<file path="config.mk">
export PLATFORM = sky130hd
export DESIGN_NAME = fsk_tx_scheduler
export DESIGN_NICKNAME = d
export VERILOG_FILES = /design/src/rtl/fsk_tx_scheduler.sv
export SDC_FILE = /design/constraint.sdc
export NUM_CORES = 1
export LEC_CHECK = 0
export ABC_AREA = 1
export CORE_MARGIN = 4
export CORE_UTILIZATION = 50
export CTS_BUF_LIST = sky130_fd_sc_hd__clkbuf_8
export DETAILED_ROUTE_END_ITERATION = 10
export PLACE_DENSITY = 0.79
export REMOVE_ABC_BUFFERS = 1
export SLEW_MARGIN = 20
export SYNTH_ARGS = -nofsm -noshare
export SYNTH_HDL_FRONTEND = slang
export SYNTH_SLANG_ARGS = --single-unit
</file>
<file path="constraint.sdc">
create_clock -name clk2 -period 2.45 [get_ports clk2]
set_input_delay 0.49 -clock clk2 [delete_from_list [all_inputs] [get_ports clk2]]
set_output_delay 0.49 -clock clk2 [all_outputs]
set_load 0.1 [all_outputs]
</file>
<file path="src/rtl/fsk_tx_scheduler.sv">
// -----------------------------------------------------------------------------
// fsk_tx_scheduler
//
// Transmit sequencer between the Hamming encoder and the FSK tone generator.
// Codewords are buffered in a small FIFO. Each one is optionally prefixed with
// a sync word and sent LSB first, one bit per BIT_CYCLES clk2 periods. Every
// frame is followed by an idle gap of GAP_BITS bit periods.
//
// Configuration macro: FSK_SCHED_PREAMBLE_EN
//   defined   - every frame starts with SYNC_WORD (SYNC_LEN bits, LSB first)
//   undefined - frames carry only the CW_WIDTH data bits; SYNC_* are ignored
//
// Ports:
//   clk2        in   bit-timing clock shared with the FSK generator
//   reset_n     in   asynchronous active-low reset (flushes FIFO, FSM to IDLE)
//   tx_enable   in   allows new frames to start
//   cw_data     in   codeword from the Hamming encoder
//   cw_valid    in   cw_data is valid
//   cw_ready    out  FIFO can accept a codeword
//   tx_bit      out  bit to the FSK generator (1 = f1, 0 = f2)
//   tx_active   out  high while a sync or data bit is on tx_bit
//   bit_strobe  out  one-cycle pulse on the first cycle of each transmitted bit
//   frame_done  out  one-cycle pulse after the last data bit of a frame
//   fifo_level  out  number of stored codewords
// -----------------------------------------------------------------------------
module fsk_tx_scheduler #(
  parameter int                  BIT_CYCLES = 16,
  parameter int                  CW_WIDTH   = 14,
  parameter int                  FIFO_DEPTH = 4,
  parameter int                  SYNC_LEN   = 8,
  parameter logic [SYNC_LEN-1:0] SYNC_WORD  = 8'hA5,
  parameter int                  GAP_BITS   = 2
) (
  input  logic                          clk2,
  input  logic                          reset_n,
  input  logic                          tx_enable,
  input  logic [CW_WIDTH-1:0]           cw_data,
  input  logic                          cw_valid,
  output logic                          cw_ready,
  output logic                          tx_bit,
  output logic                          tx_active,
  output logic                          bit_strobe,
  output logic                          frame_done,
  output logic [$clog2(FIFO_DEPTH):0]   fifo_level
);

  localparam int PTR_W      = $clog2(FIFO_DEPTH);
  localparam int LVL_W      = PTR_W + 1;
  localparam int TMR_W      = $clog2(BIT_CYCLES);
  localparam int MAX_BITS_A = (SYNC_LEN > CW_WIDTH) ? SYNC_LEN : CW_WIDTH;
  localparam int MAX_BITS   = (GAP_BITS > MAX_BITS_A) ? GAP_BITS : MAX_BITS_A;
  localparam int BCNT_W     = $clog2(MAX_BITS + 1);

  localparam logic [TMR_W-1:0]  TMR_LAST  = TMR_W'(BIT_CYCLES - 1);
  localparam logic [BCNT_W-1:0] DATA_LAST = BCNT_W'(CW_WIDTH - 1);
  localparam logic [BCNT_W-1:0] GAP_LAST  = BCNT_W'((GAP_BITS > 0) ? (GAP_BITS - 1) : 0);

`ifdef FSK_SCHED_PREAMBLE_EN
  localparam int FRAME_W = SYNC_LEN + CW_WIDTH;
  localparam logic [BCNT_W-1:0] SYNC_LAST = BCNT_W'(SYNC_LEN - 1);
  typedef enum logic [1:0] {
    ST_IDLE = 2'd0,
    ST_SYNC = 2'd1,
    ST_DATA = 2'd2,
    ST_GAP  = 2'd3
  } state_t;
  localparam state_t FIRST_ST = ST_SYNC;
`else
  localparam int FRAME_W = CW_WIDTH;
  typedef enum logic [1:0] {
    ST_IDLE = 2'd0,
    ST_DATA = 2'd2,
    ST_GAP  = 2'd3
  } state_t;
  localparam state_t FIRST_ST = ST_DATA;
  // The sync pattern has no use without the preamble; fold it away quietly.
  logic unused_sync_s;
  assign unused_sync_s = ^SYNC_WORD;
`endif

  // FIFO storage and bookkeeping
  logic [CW_WIDTH-1:0] mem_r [FIFO_DEPTH];
  logic [PTR_W-1:0]    wr_ptr_r;
  logic [PTR_W-1:0]    rd_ptr_r;
  logic [LVL_W-1:0]    count_r;
  logic                push_s;
  logic                pop_s;

  // Frame sequencing
  state_t              state_r;
  state_t              state_nx;
  logic [TMR_W-1:0]    timer_r;
  logic [BCNT_W-1:0]   bit_cnt_r;
  logic [FRAME_W-1:0]  shift_r;
  logic                wrap_s;
  logic                start_ok_s;
  logic                data_last_s;
  logic                active_s;
  logic                done_pend_r;

  // Ready depends only on the registered count, so a pop never frees a slot
  // within the same cycle.
  assign cw_ready    = (count_r != LVL_W'(FIFO_DEPTH));
  assign push_s      = cw_valid && cw_ready;
  assign fifo_level  = count_r;

  assign wrap_s      = (timer_r == TMR_LAST);
  assign start_ok_s  = tx_enable && (count_r != {LVL_W{1'b0}});
  assign data_last_s = wrap_s && (bit_cnt_r == DATA_LAST);

`ifdef FSK_SCHED_PREAMBLE_EN
  assign active_s = (state_r == ST_SYNC) || (state_r == ST_DATA);
`else
  assign active_s = (state_r == ST_DATA);
`endif

  // FIFO data array; contents need no reset because the pointers gate reads.
  always_ff @(posedge clk2) begin
    if (push_s) begin
      mem_r[wr_ptr_r] <= cw_data;
    end
  end

  // FIFO pointers and occupancy count.
  always_ff @(posedge clk2 or negedge reset_n) begin
    if (!reset_n) begin
      wr_ptr_r <= {PTR_W{1'b0}};
      rd_ptr_r <= {PTR_W{1'b0}};
      count_r  <= {LVL_W{1'b0}};
    end else begin
      if (push_s) begin
        wr_ptr_r <= wr_ptr_r + PTR_W'(1);
      end
      if (pop_s) begin
        rd_ptr_r <= rd_ptr_r + PTR_W'(1);
      end
      case ({push_s, pop_s})
        2'b10:   count_r <= count_r + LVL_W'(1);
        2'b01:   count_r <= count_r - LVL_W'(1);
        default: count_r <= count_r;
      endcase
    end
  end

  // Next-state decode; a pop happens only on the cycle a frame is launched.
  always_comb begin
    state_nx = state_r;
    pop_s    = 1'b0;
    case (state_r)
      ST_IDLE: begin
        if (start_ok_s) begin
          pop_s    = 1'b1;
          state_nx = FIRST_ST;
        end else begin
          state_nx = ST_IDLE;
        end
      end
`ifdef FSK_SCHED_PREAMBLE_EN
      ST_SYNC: begin
        if (wrap_s && (bit_cnt_r == SYNC_LAST)) begin
          state_nx = ST_DATA;
        end else begin
          state_nx = ST_SYNC;
        end
      end
`endif
      ST_DATA: begin
        if (data_last_s) begin
          if (GAP_BITS == 0) begin
            // No gap: the last data cycle doubles as the relaunch point.
            if (start_ok_s) begin
              pop_s    = 1'b1;
              state_nx = FIRST_ST;
            end else begin
              state_nx = ST_IDLE;
            end
          end else begin
            state_nx = ST_GAP;
          end
        end else begin
          state_nx = ST_DATA;
        end
      end
      ST_GAP: begin
        if (wrap_s && (bit_cnt_r == GAP_LAST)) begin
          if (start_ok_s) begin
            pop_s    = 1'b1;
            state_nx = FIRST_ST;
          end else begin
            state_nx = ST_IDLE;
          end
        end else begin
          state_nx = ST_GAP;
        end
      end
      default: begin
        state_nx = ST_IDLE;
      end
    endcase
  end

  // State register, bit timer, per-state bit counter and frame shift register.
  always_ff @(posedge clk2 or negedge reset_n) begin
    if (!reset_n) begin
      state_r   <= ST_IDLE;
      timer_r   <= {TMR_W{1'b0}};
      bit_cnt_r <= {BCNT_W{1'b0}};
      shift_r   <= {FRAME_W{1'b0}};
    end else begin
      state_r <= state_nx;

      if (pop_s || (state_r == ST_IDLE)) begin
        timer_r <= {TMR_W{1'b0}};
      end else if (wrap_s) begin
        timer_r <= {TMR_W{1'b0}};
      end else begin
        timer_r <= timer_r + TMR_W'(1);
      end

      // Counts bits within the current state; restarts on every state change
      // and on a back-to-back relaunch that stays in the same state.
      if (pop_s || (state_nx != state_r)) begin
        bit_cnt_r <= {BCNT_W{1'b0}};
      end else if (wrap_s) begin
        bit_cnt_r <= bit_cnt_r + BCNT_W'(1);
      end else begin
        bit_cnt_r <= bit_cnt_r;
      end

      if (pop_s) begin
`ifdef FSK_SCHED_PREAMBLE_EN
        shift_r <= {mem_r[rd_ptr_r], SYNC_WORD};
`else
        shift_r <= mem_r[rd_ptr_r];
`endif
      end else if (active_s && wrap_s) begin
        shift_r <= {1'b0, shift_r[FRAME_W-1:1]};
      end else begin
        shift_r <= shift_r;
      end
    end
  end

  // Registered outputs: one cycle behind the FSM, so frame_done is delayed a
  // second cycle to land on the first idle output cycle after the data bits.
  always_ff @(posedge clk2 or negedge reset_n) begin
    if (!reset_n) begin
      tx_active   <= 1'b0;
      tx_bit      <= 1'b0;
      bit_strobe  <= 1'b0;
      done_pend_r <= 1'b0;
      frame_done  <= 1'b0;
    end else begin
      tx_active   <= active_s;
      tx_bit      <= active_s ? shift_r[0] : 1'b0;
      bit_strobe  <= active_s && (timer_r == {TMR_W{1'b0}});
      done_pend_r <= (state_r == ST_DATA) && data_last_s;
      frame_done  <= done_pend_r;
    end
  end

endmodule
</file>
Word-level counts from Yosys, hierarchy flattened
Memories as Yosys holds them, arrays and structs flattened.
Index checks and enable logic that the tools add are counted.
{ "word_totals": {"register_bits": 36, "elab_cells": 60, "n_memories": 1, "output_inout_bits": 8, "ram_bits": 56} }
{ "op_classes": {"n_reduce_logical": 15, "add_sub_neg": 6, "muxes": 17, "n_eq_ne": 9} }
{ "memory_table": {"columns": ["name", "depth", "word_bits", "read_ports", "rd_clocked_by_memory_dff", "wr", "line", "text"], "rows": [
  ["mem_r", 4, 14, 1, 0, 1, "82", "logic [CW_WIDTH-1:0] mem_r [FIFO_DEPTH];"]
]} }
{ "op_table": {"columns": ["operator", "n"], "rows": [
  ["2-to-1 mux 14 bit", 2],
  ["2-to-1 mux 4 bit", 4],
  ["adder 4 x 1 -> 4 bit (second input constant)", 2],
  ["equality test 4 bit (second input constant)", 2],
  ["logical AND 1 bit", 7],
  ["equality test 2 bit (second input constant)", 3],
  ["2-to-1 mux 1 bit", 6],
  ["case mux 2 bit (3 select lines)", 1],
  ["case mux 3 bit (2 select lines)", 1],
  ["nonzero test 2 bit", 3],
  ["adder 2 x 1 -> 2 bit (second input constant)", 2],
  ["equality test 4 x 1 -> 1 bit (second input constant)", 1],
  ["zero test 4 bit", 1],
  ["2-to-1 mux 2 bit", 2],
  ["adder 3 x 1 -> 3 bit (second input constant)", 1],
  ["!= test 3 bit (second input constant)", 1],
  ["nonzero test 3 bit", 1],
  ["subtractor 3 x 1 -> 3 bit (second input constant)", 1],
  ["equality test 2 x 1 -> 1 bit (second input constant)", 1],
  ["zero test 2 bit", 1],
  ["logical OR 1 bit", 2],
  ["!= test 2 bit", 1],
  ["case mux 1 bit (2 select lines)", 1]
]} }

Logic depth before layout (Yosys ltp)
{ "depth": {"depth_word": 8, "depth_mapped": 11, "ltp_nobuf": 11} }

Worst setup path after synthesis
No wires, ideal clock.
{ "synth_path": {"kind": "register to register", "from": "register count_r[0] (netlist: fifo_level[0])", "to": "register count_r[2] (netlist: fifo_level[2])", "n_path_buf": 0, "t_arrival_ns": 3.335, "path_slack_ns": -1.016, "synth_period_minus_slack_ns": 3.466, "stages_incl_launch_ff": 9, "cell_sequence": "dfrtp_1 > inv_1 > nand3_1 > nand2_1 > ha_1 > fa_1 > a21oi_1 > o21ai_0 > xor2_1"} }
{ "synth_rtl": {"columns": ["item", "line", "text"], "rows": [
  ["start: declaration", "85", "logic [LVL_W-1:0] count_r;"],
  ["start signal: assignment", "129", "count_r <= {LVL_W{1'b0}};"],
  ["start signal: assignment", "138", "2'b10: count_r <= count_r + LVL_W'(1);"],
  ["start signal: assignment", "139", "2'b01: count_r <= count_r - LVL_W'(1);"],
  ["!= test 3 bit *", "103", "assign cw_ready = (count_r != LVL_W'(FIFO_DEPTH));"],
  ["named net cw_ready", "39", "output logic cw_ready,"],
  ["logical AND 1 bit *", "104", "assign push_s = cw_valid && cw_ready;"],
  ["equality test 2 x 1 -> 1 bit or equality test 2 bit (tied branches)", "137", "case ({push_s, pop_s})"],
  ["case mux 3 bit (2 select lines) or nonzero test 2 bit (tied branches)", null, null]
]} }
The timed path passes the listed nets; every way through them passes the cells marked *.
A chain may end at the register's enable or synchronous reset.

Worst setup path in the final report
{ "layout_path": {"from": "register state_r[0]", "to": "register count_r[2] (netlist: fifo_level[2])"} }
{ "layout_between": {"elab_chain_cells": 4} }
{ "layout_rtl": {"columns": ["item", "line", "text"], "rows": [
  ["start: declaration", "90", "state_t state_r;"],
  ["start signal: assignment", "210", "state_r <= state_nx;"],
  ["equality test 2 bit or zero test 2 bit (tied branches)", "149", "case (state_r)"],
  ["case mux 1 bit (2 select lines) *", "149", null],
  ["equality test 2 x 1 -> 1 bit or equality test 2 bit (tied branches)", "137", null],
  ["case mux 3 bit (2 select lines) or nonzero test 2 bit (tied branches)", null, null],
  ["end signal: assignment", "138", null],
  ["end signal: assignment", "139", null],
  ["end signal: assignment", "140", "default: count_r <= count_r;"]
]} }
Mark *: on every way between the ends. The rest lies on a longest branch, timed or not.

==> run_results.csv <==
group,metric,value,unit
worst_setup_path,cp_data_required_time,2700,ps
finish,drive_gt1_frac,0.152,
pwr,power_leakage,1.94,nW
logic_synthesis,synth_cell_type_count,34,
placement,hpwl,4590,microns
timing,max_freq,444,MHz
pwr,power_density,1020,mW/mm^2
pwr,power,4.69,mW
finish,nFillCells,629,
finish,most-common-layout-cells,"56 x edfxtp_1, 42 x inv_1, 41 x nand2_1, 37 x nor2_1, 36 x dfrtp_1",
global_routing,overflow,0,
timing,timing.hold.ws,230,ps
clock_tree,clockRootBuffer,"clkbuf_8",
die,core_area,0.00777,sq mm
global_routing,grt_max_degree,37,
drt,viasPerCell,5.09,
finish,final_nets,415,
clock_tree,ctsHoldBuffers,0,
timing,finalHoldViolCount,0,
logic_synthesis,synth_seq_cells,92,
clock_tree,numCtsBuffers,9,
placement,io_buffers,25,
global_routing,antenna_found_initial,0,
worst_setup_path,crit_path_cell_trace,"inv_1 > ha_1 > o211ai_2 > nor2_1 > nand2_4 > inv_2 > ha_1 > fa_1 > a21oi_1 > o21ai_0 > xor2_1",
worst_setup_path,rr_startpoint,"state_r[0]",
clock_tree,insertion_delay,370,ps
logic_synthesis,synth.avg_cell_area,11.5,sq um
timing,period_needed,2250,ps
logic_synthesis,synth-seq-area-share,0.644,
run,maxCapViolCount,0,
clock_tree,clock_path_buffers,2,
finish,layout_commonest_cell,"edfxtp_1",
drt,drc,0,
drt,initialDrtViolationCount,126,
timing,relSlewSlack,0.403,
die,rows,32,
timing,rsz0062_at_grt,"no",
die,pin_count,26,
global_routing,first_global_vias,2464,
logic_synthesis,synth_area_leaders,"edfxtp_1 42%, dfrtp_1 22%, ha_1 4.1%",
logic_synthesis,yosysWarnings,0,
worst_setup_path,r2r_end,"fifo_level[2]",
min_path,hp-class,"input pin to async pin",
drt,wl_per_cell,14.3,microns
outcome,status,"finished, final reports clean",
worst_setup_path,crit_path_start_kind,"flop",
drt,wl,7000,microns
global_routing,grt_pass1_wl,11600,microns
clock_tree,cts_sinks,92,
worst_setup_path,cp_slowest_cell,"dfrtp_1",
worst_setup_path,worst_setup_path_end_kind,"flop",
drt,vias,2495,
timing,period_share,0.920,
clock_tree,postCtsSetupBuffers,0,
pwr,irDropWorstVdd,0.480,mV
worst_setup_path,critPathKind,"flop to flop",
clock_tree,clk_pin_slew,100,ps
worst_setup_path,critPathMaxStageDelay,390,ps
logic_synthesis,synth_flop_cell,"edfxtp_1",
finish,antenna_cells,0,
timing,setup_viol,0,
placement,gp_congestion,0.769,
global_routing,grt_usage,0.155,
logic_synthesis,async_reset_ff_frac,0.391,
worst_setup_path,cp_common_cell,"ha_1",
logic_synthesis,synth_edf_count,56,
worst_setup_path,arrival,2500,ps
logic_synthesis,yosysTopAreaCellShare,0.420,
worst_setup_path,r2r_setup_slack,200,ps
worst_setup_path,worstRegToRegCells,11,
timing,finClkSkew,11.4,ps
logic_synthesis,synth.cell_area,0.00401,sq mm
die,die_h,97.5,microns
die,fp.dieW,97.5,microns
logic_synthesis,syn_inst,347,
clock_tree,ctsResizeCount,0,
timing,slew_viol_final,0,
worst_setup_path,critPathMaxFanout,4,
finish,area_growth,14.5,%
clock_tree,cts-htree-levels,3,
die,dieArea,0.00951,sq mm
logic_synthesis,yosys.area.top_type,"edfxtp_1",
timing,tightest_slew,896,ps
die,start_util,0.516,
drt,postRouteAntennaNets,0,
timing,fin_setup_tns,0,ps
clock_tree,cts_tree,"yes",
drt,dr.pass1.iters,4,
## state kept, by name (all words and copies together), names as in the netlist
signal,cells
mem_r,56
tx_bit,1
tx_active,1
done_pend_r,1
state_r,2
bit_cnt_r,4
frame_done,1
bit_strobe,1
shift_r,14
rd_ptr_r,2
fifo_level,3
wr_ptr_r,2
timer_r,4
## metrics by stage
step	setup slack [ps]	std cells	cell area, sq um	utilization
floorplan	-1020	335	3930	-
global placement	137	474	4380	0.563
detailed placement	88.6	474	4380	0.563
CTS	202	490	4590	0.591
global route	19.2	490	4590	0.591
finish	196	490	4590	0.591
## routing by layer
metal	global-route usage	vias up	part of all wire
li1	-	1246	-
met1	0.189	1181	0.44
met5	0	-	0
met4	0.0756	0	0.019
met3	0.0294	14	0.042
met2	0.263	54	0.50
## worst max-delay path: cells and delay by family, from the launching register on
kind	cells	cell delay, ps
AO/OA/AOI/OAI	3	440
XOR/XNOR	1	170
adder cells (fa/ha/maj)	3	840
buffers and inverters	2	150
flip-flops	1	390
AND/OR/NAND/NOR	2	150
## worst max path at each step
| stage | start | endpoint | depth (start not counted) |
|---|---|---|---|
| 2_1_floorplan | fifo_level[0] | fifo_level[2] | 8 |
| 3_3_place_gp | tx_enable | fifo_level[2] | 10 |
| 3_5_place_dp | tx_enable | fifo_level[2] | 10 |
| 4_1_cts | state_r[0] | fifo_level[2] | 11 |
| 5_1_grt | state_r[0] | fifo_level[2] | 11 |
| 6_report | state_r[0] | fifo_level[2] | 11 |
## power breakdown
group | switching (mW) | internal (mW)
sequential | 0.180 | 2.06
combinational | 0.945 | 0.439
clock | 0.570 | 0.498
## cell type report
cell class | instances | area, sq um | share of cell area
clock buffer | 9 | 124 | 0.0270
clock inverter | 7 | 87.6 | 0.0191
inverter | 45 | 169 | 0.0368
multi-input combinational | 198 | 1180 | 0.258
sequential | 92 | 2580 | 0.563
tap | 102 | 128 | 0.0278
timing repair buffer | 37 | 315 | 0.0687
## kinds of logic after synthesis
kind of cell,Yosys count,synth area share
AO/OA/AOI/OAI,70,0.113
XOR/XNOR,9,0.0197
adder cells (fa/ha/maj),14,0.0456
buffers and inverters,57,0.0609
flip-flops,92,0.644
AND/OR/NAND/NOR,105,0.116
## Yosys cell counts (2+ instances only)
| master | instances |
|---|---|
| nand2_2 | 4 |
| dfrtp_1 | 36 |
| clkbuf_1 | 5 |
| o21ai_1 | 10 |
| nor2_2 | 2 |
| buf_6 | 3 |
| inv_1 | 42 |
| nor3_1 | 3 |
| nand2_1 | 41 |
| a32oi_1 | 2 |
| o211ai_2 | 8 |
| a21oi_1 | 9 |
| edfxtp_1 | 56 |
| nor2_1 | 37 |
| buf_2 | 3 |
| o21ai_0 | 26 |
| o22ai_1 | 10 |
| xor2_1 | 6 |
| ha_1 | 13 |
| inv_2 | 2 |
| a32o_1 | 2 |
| xnor2_1 | 3 |
| nand3_1 | 13 |
Note: power is estimated with default switching activity, not from simulation.
==> RTL edit 1 (config.mk and constraints unchanged) <==
Make the reset (`reset_n`) synchronous in 3 clocked blocks. Comments in the files are not updated.
--- a/src/rtl/fsk_tx_scheduler.sv
+++ b/src/rtl/fsk_tx_scheduler.sv
@@ -122,7 +122,7 @@
   end
 
   // FIFO pointers and occupancy count.
-  always_ff @(posedge clk2 or negedge reset_n) begin
+  always_ff @(posedge clk2) begin
     if (!reset_n) begin
       wr_ptr_r <= {PTR_W{1'b0}};
       rd_ptr_r <= {PTR_W{1'b0}};
@@ -200,7 +200,7 @@
   end
 
   // State register, bit timer, per-state bit counter and frame shift register.
-  always_ff @(posedge clk2 or negedge reset_n) begin
+  always_ff @(posedge clk2) begin
     if (!reset_n) begin
       state_r   <= ST_IDLE;
       timer_r   <= {TMR_W{1'b0}};
@@ -243,7 +243,7 @@
 
   // Registered outputs: one cycle behind the FSM, so frame_done is delayed a
   // second cycle to land on the first idle output cycle after the data bits.
-  always_ff @(posedge clk2 or negedge reset_n) begin
+  always_ff @(posedge clk2) begin
     if (!reset_n) begin
       tx_active   <= 1'b0;
       tx_bit      <= 1'b0;
Check against the original RTL: differs if reset_n is asserted again (counterexample within 4 cycles, from zero or initial values and one cycle with reset_n low); with reset_n held inactive, the same outputs for 10 cycles.
==> RTL edit 1 against the original RTL <==
Die area is 4.2% lower. Final area is 4.0% lower. Count of clock-buffer cells in the layout is 2 higher. Worst hold slack better by 200 ps. Sequential cell count is 2 higher. Critical path depth is 4 higher. Core utilization is 1.0 points higher. Setup slack worse by 18 ps. Wire length is 1.2% lower. Power is 12% lower. Combinational power is 15% lower. Synthesized area is 4.6% lower. Clock power is 11% lower.
==> RTL edit 1: results (changes against the original RTL) <==
| Metric | Value |
|---|---|
| GRT Total Usage | 0.169 (was 0.155) |
| Critical Path Max Stage Delay | 370 ps (was 390 ps) |
| CP arrival | 2510 ps (was 2500 ps) |
| Seq/Total Area, Yosys | 0.639 (was 0.644) |
| First-pass GRT wire length | 11600 um (about the same) |
| Worst R2R Setup Slack | 180 ps (was 200 ps) |
| Largest net degree at the start of global routing | 29 (was 37) |
| Status | finished, final reports clean (unchanged) |
| Nets | 435 (was 415) |
| Clk_skew | 7.04 ps (was 11.4 ps) |
| XOR/XNOR Fraction of Synth Area | 0.00916 (was 0.0197) |
| Vias in the first global route | 2558 (was 2464) |
| Dominant cells by area after synthesis | edfxtp_1 (44%), dfxtp_1 (20%), nor2_1 (6.2%) (was edfxtp_1 (42%), dfrtp_1 (22%), ha_1 (4.1%)) |
| Fmax | 0.440 GHz (was 0.444 GHz) |
| Leakage | 1.62 nW (was 1.94 nW) |
| Compound-Gate Fraction of Synth Area | 0.109 (was 0.113) |
| Post-synth cell types | 28 (was 34) |
| Final wirelength | 6920 um (was 7000 um) |
| Cell Area, Placed | 0.00421 sq mm (was 0.00438 sq mm) |
| Share of layout cells above drive strength 1 | 0.105 (was 0.152) |
| DR WL met2 | 3410 um (was 3500 um) |
| Worst skew pair latency | 350 ps (was 370 ps) |
| Non-Filler Instances | 507 (was 490) |
| DRT iter0 DRCs | 145 (was 126) |
| Tightest Pin Transition | 454 ps (was 896 ps) |
## RTL edit 1: worst register-to-register path: cells and delay by family, from the launching register on
family          cells  cell delay, ps
compound gates      4             460
fa+ha+maj           3             670
buf+inv             3             230
flops               1             350
simple gates        5             440
## RTL edit 1: layer usage
| metal | global-route usage | vias up |
|---|---|---|
| li1 | - | 1325 |
| met4 | 0.0592 | 0 |
| met2 | 0.296 | 57 |
| met1 | 0.195 | 1211 |
| met3 | 0.0513 | 12 |
| met5 | 0 | - |
## RTL edit 1: power breakdown
group	total [mW]	leakage [nW]	switching (mW)	internal [mW]
combinational	1.17	0.695	0.813	0.360
clock	0.954	0.0976	0.520	0.434
sequential	1.99	0.823	0.107	1.89
## RTL edit 1: worst paths after layout
| kind | startpoint | depth (start not counted) | to |
|---|---|---|---|
| worst max-delay path | state_r[0] | 15 | fifo_level[2] |
| worst min register to register | done_pend_r | 2 | frame_done |
| worst max register to register | state_r[0] | 15 | fifo_level[2] |
| worst min-delay path | done_pend_r | 2 | frame_done |
## RTL edit 1: cells by family after synthesis
family,count (synthesis)
flip-flops,94
adder cells (fa/ha/maj),14
AO/OA/AOI/OAI,77
XOR/XNOR,4
buffers and inverters,49
AND/OR/NAND/NOR,130
## RTL edit 1: layout make-up
cell class              instances  area (sq um)
clock buffers                  11           151
well taps                      99           124
flip-flops and latches         94          2440
repair buffers                 39           335
clock inverters                 5          42.5
inverters                      34           129
multi-input cells             225          1180
fillers                       608          2930
==> RTL edit 2 (same settings) <==
Made on the original files. Set the parameter `BIT_CYCLES` to 32 (it was 16).
--- a/src/rtl/fsk_tx_scheduler.sv
+++ b/src/rtl/fsk_tx_scheduler.sv
@@ -24,7 +24,7 @@
 //   fifo_level  out  number of stored codewords
 // -----------------------------------------------------------------------------
 module fsk_tx_scheduler #(
-  parameter int                  BIT_CYCLES = 16,
+  parameter int                  BIT_CYCLES = 32,
   parameter int                  CW_WIDTH   = 14,
   parameter int                  FIFO_DEPTH = 4,
   parameter int                  SYNC_LEN   = 8,
Function: same outputs for any inputs over 10 cycles, from zero or initial values and one cycle with reset_n low; that may be too few to reach the edited logic, so the function may still have changed.
==> RTL edit 2 against the original RTL <==
Wire length is 1.0% higher. Final cell count is 1.2% higher. Setup slack worse by 70 ps. Final area rose by 0.85%. Synthesized area fell by 0.97%. Largest cell class unchanged. Power increased by 11%. Sequential share of layout area rose by 0.069 points. Global-route usage is 0.77 points higher. Sequential cell count is 1 higher. Highest routed layer unchanged. Fmax fell by 3.0%. First-iteration DRC count rose by 53%. Non-clock buffer count increased by 2.
==> RTL edit 2: results (changes against the original RTL) <==
| Metric | Value |
|---|---|
| Area leader, netlist | edfxtp_1 (unchanged) |
| Share of layout cells above drive strength 1 | 0.140 (was 0.152) |
| DRT Pass-1 Iters | 4 (unchanged) |
| Reg with most FFs | mem_r (unchanged) |
| Met3 usage | 0.0452 (was 0.0294) |
| Fill cell count | 636 (was 629) |
| H-tree Lvls | 3 (unchanged) |
| VDD IR max | 0.530 mV (was 0.480 mV) |
| Largest net degree at the start of global routing | 38 (was 37) |
| Tightest Pin Transition | 844 ps (was 896 ps) |
| Inserted Diodes | 0 (unchanged) |
| Max Buffers Root-to-Sink | 2 (unchanged) |
| GRT Total Usage | 0.162 (was 0.155) |
| R2R cell count | 15 (was 11) |
| Nets | 422 (was 415) |
| Initial antenna violation count | 0 (unchanged) |
| Final wirelength | 7070 um (was 7000 um) |
| Number of CTS-inserted buffers | 9 (unchanged) |
| Dominant cells by area after synthesis | edfxtp_1 (42%), dfrtp_1 (23%), nor2_1 (5.0%) (was edfxtp_1 (42%), dfrtp_1 (22%), ha_1 (4.1%)) |
| Synth Instances | 352 (was 347) |
| DP Cell Count | 479 (was 474) |
| DRT iter0 DRCs | 193 (was 126) |
| Post-synth cell types | 29 (was 34) |
| Routed via count | 2555 (was 2495) |
| Status | finished, final reports clean (unchanged) |
| DP Worst Slack | 61.0 ps (was 88.6 ps) |
| First-pass GRT wire length | 12100 um (was 11600 um) |
| Commonest cells in the netlist | edfxtp_1 (56), nor2_1 (53), nand2_1 (39), dfrtp_1 (37) (was edfxtp_1 (56), inv_1 (42), nand2_1 (41), nor2_1 (37), dfrtp_1 (36)) |
| Seq/Total Area, Yosys | 0.657 (was 0.644) |
| DP HPWL | 4520 um (was 4590 um) |
| CP arrival | 2580 ps (was 2500 ps) |
| Top Registers | mem_r (56), shift_r (14), timer_r (5) (was mem_r (56), shift_r (14)) |
| Met1 usage | 0.203 (was 0.189) |
| Non-Filler Instances | 496 (was 490) |
| Clk_skew | 12.1 ps (was 11.4 ps) |
| Asr flop ratio synth | 0.398 (was 0.391) |
| Grt met2 use | 0.275 (was 0.263) |
| Fin. max-slew vios | 0 (unchanged) |
| Crit path max fanout | 3 (was 4) |
| Hold crit path type | in2async (unchanged) |
| Leakage | 1.92 nW (was 1.94 nW) |
| Post-synth EDFFs | 56 (unchanged) |
| Routability cong. | 0.810 (was 0.769) |
| Clk slew on worst S/H paths | 100 ps (about the same) |
-- RTL edit 2: cell count changes in the layout (fill, tap and decap cells not counted), sizes merged, moves of 4 or more --
cell    change
a21oi       -6
a31oi       +6
inv        -15
nand3      +15
nor2       +14
o211ai      -9
o21ai       -7
o22ai       +4
-- RTL edit 2: worst paths after layout --
kind	from	endpoint	slack (ps)
max in group asynchronous	reset_n	shift_r[13]	1680
hold / removal	reset_n	fifo_level[2]	220
hold reg to reg	done_pend_r	frame_done	360
setup reg to reg	timer_r[0]	fifo_level[2]	130
setup / recovery	timer_r[0]	fifo_level[2]	130
min in group clk2	done_pend_r	frame_done	360
-- RTL edit 2: layout make-up --
cell class,instances,share of cell area
Clock buffer,9,0.0268
Inverter,33,0.0270
Timing Repair Buffer,39,0.0741
Clock inverter,7,0.0260
Tap cell,102,0.0276
Sequential cell,93,0.564
Multi-Input combinational cell,213,0.255
-- RTL edit 2: critical path, stage by stage, from the launching register on --
cell     delay [ps]
dfrtp_1         400
ha_1            220
nand2_1          70
nor2_1           40
ha_1            190
nand2_1          70
inv_2            40
nand3_1          70
nand2_2          70
nand2_4          70
inv_2            40
ha_2            190
fa_2            380
a21oi_2         130
o21ai_1          90
xor2_1          150
-- RTL edit 2: cells by family after synthesis --
group           after synthesis  synth area share
compound gates               53            0.0731
xor+xnor                      8            0.0195
fa+ha+maj                    15            0.0492
buf+inv                      46            0.0482
flops                        93             0.657
simple gates                137             0.153
-- RTL edit 2: timing repair --
action,4_1_cts,5_1_grt
buffers inserted,0,1
hold buffers,0,0
setup endpoints to repair,0,1
resized for setup,0,4
-- RTL edit 2: metal layers --
metal,up-vias,share of wire
li1,1265,-
met3,10,0.050
met1,1227,0.43
met4,0,0.015
met5,-,0
met2,53,0.51
-- RTL edit 2: per-stage QoR --
| step | hold slack (ps) | cell area [sq um] | TNS, ps | power [mW] |
|---|---|---|---|---|
| 3_5_place_dp | 337 | 4370 | 0 | 4.03 |
| 2_1_floorplan | 194 | 3900 | -55190 | 3.47 |
| 5_1_grt | 273 | 4630 | -57.1 | 5.60 |
| 6_report | 220 | 4630 | 0 | 5.23 |
| 4_1_cts | 238 | 4610 | 0 | 5.26 |
| 3_3_place_gp | 334 | 4370 | 0 | 3.96 |
-- RTL edit 2: report_power, final --
group          switching [mW]  internal, mW  total, mW
clock                   0.541         0.683       1.22
combinational            1.18         0.551       1.73
sequential              0.183          2.09       2.27
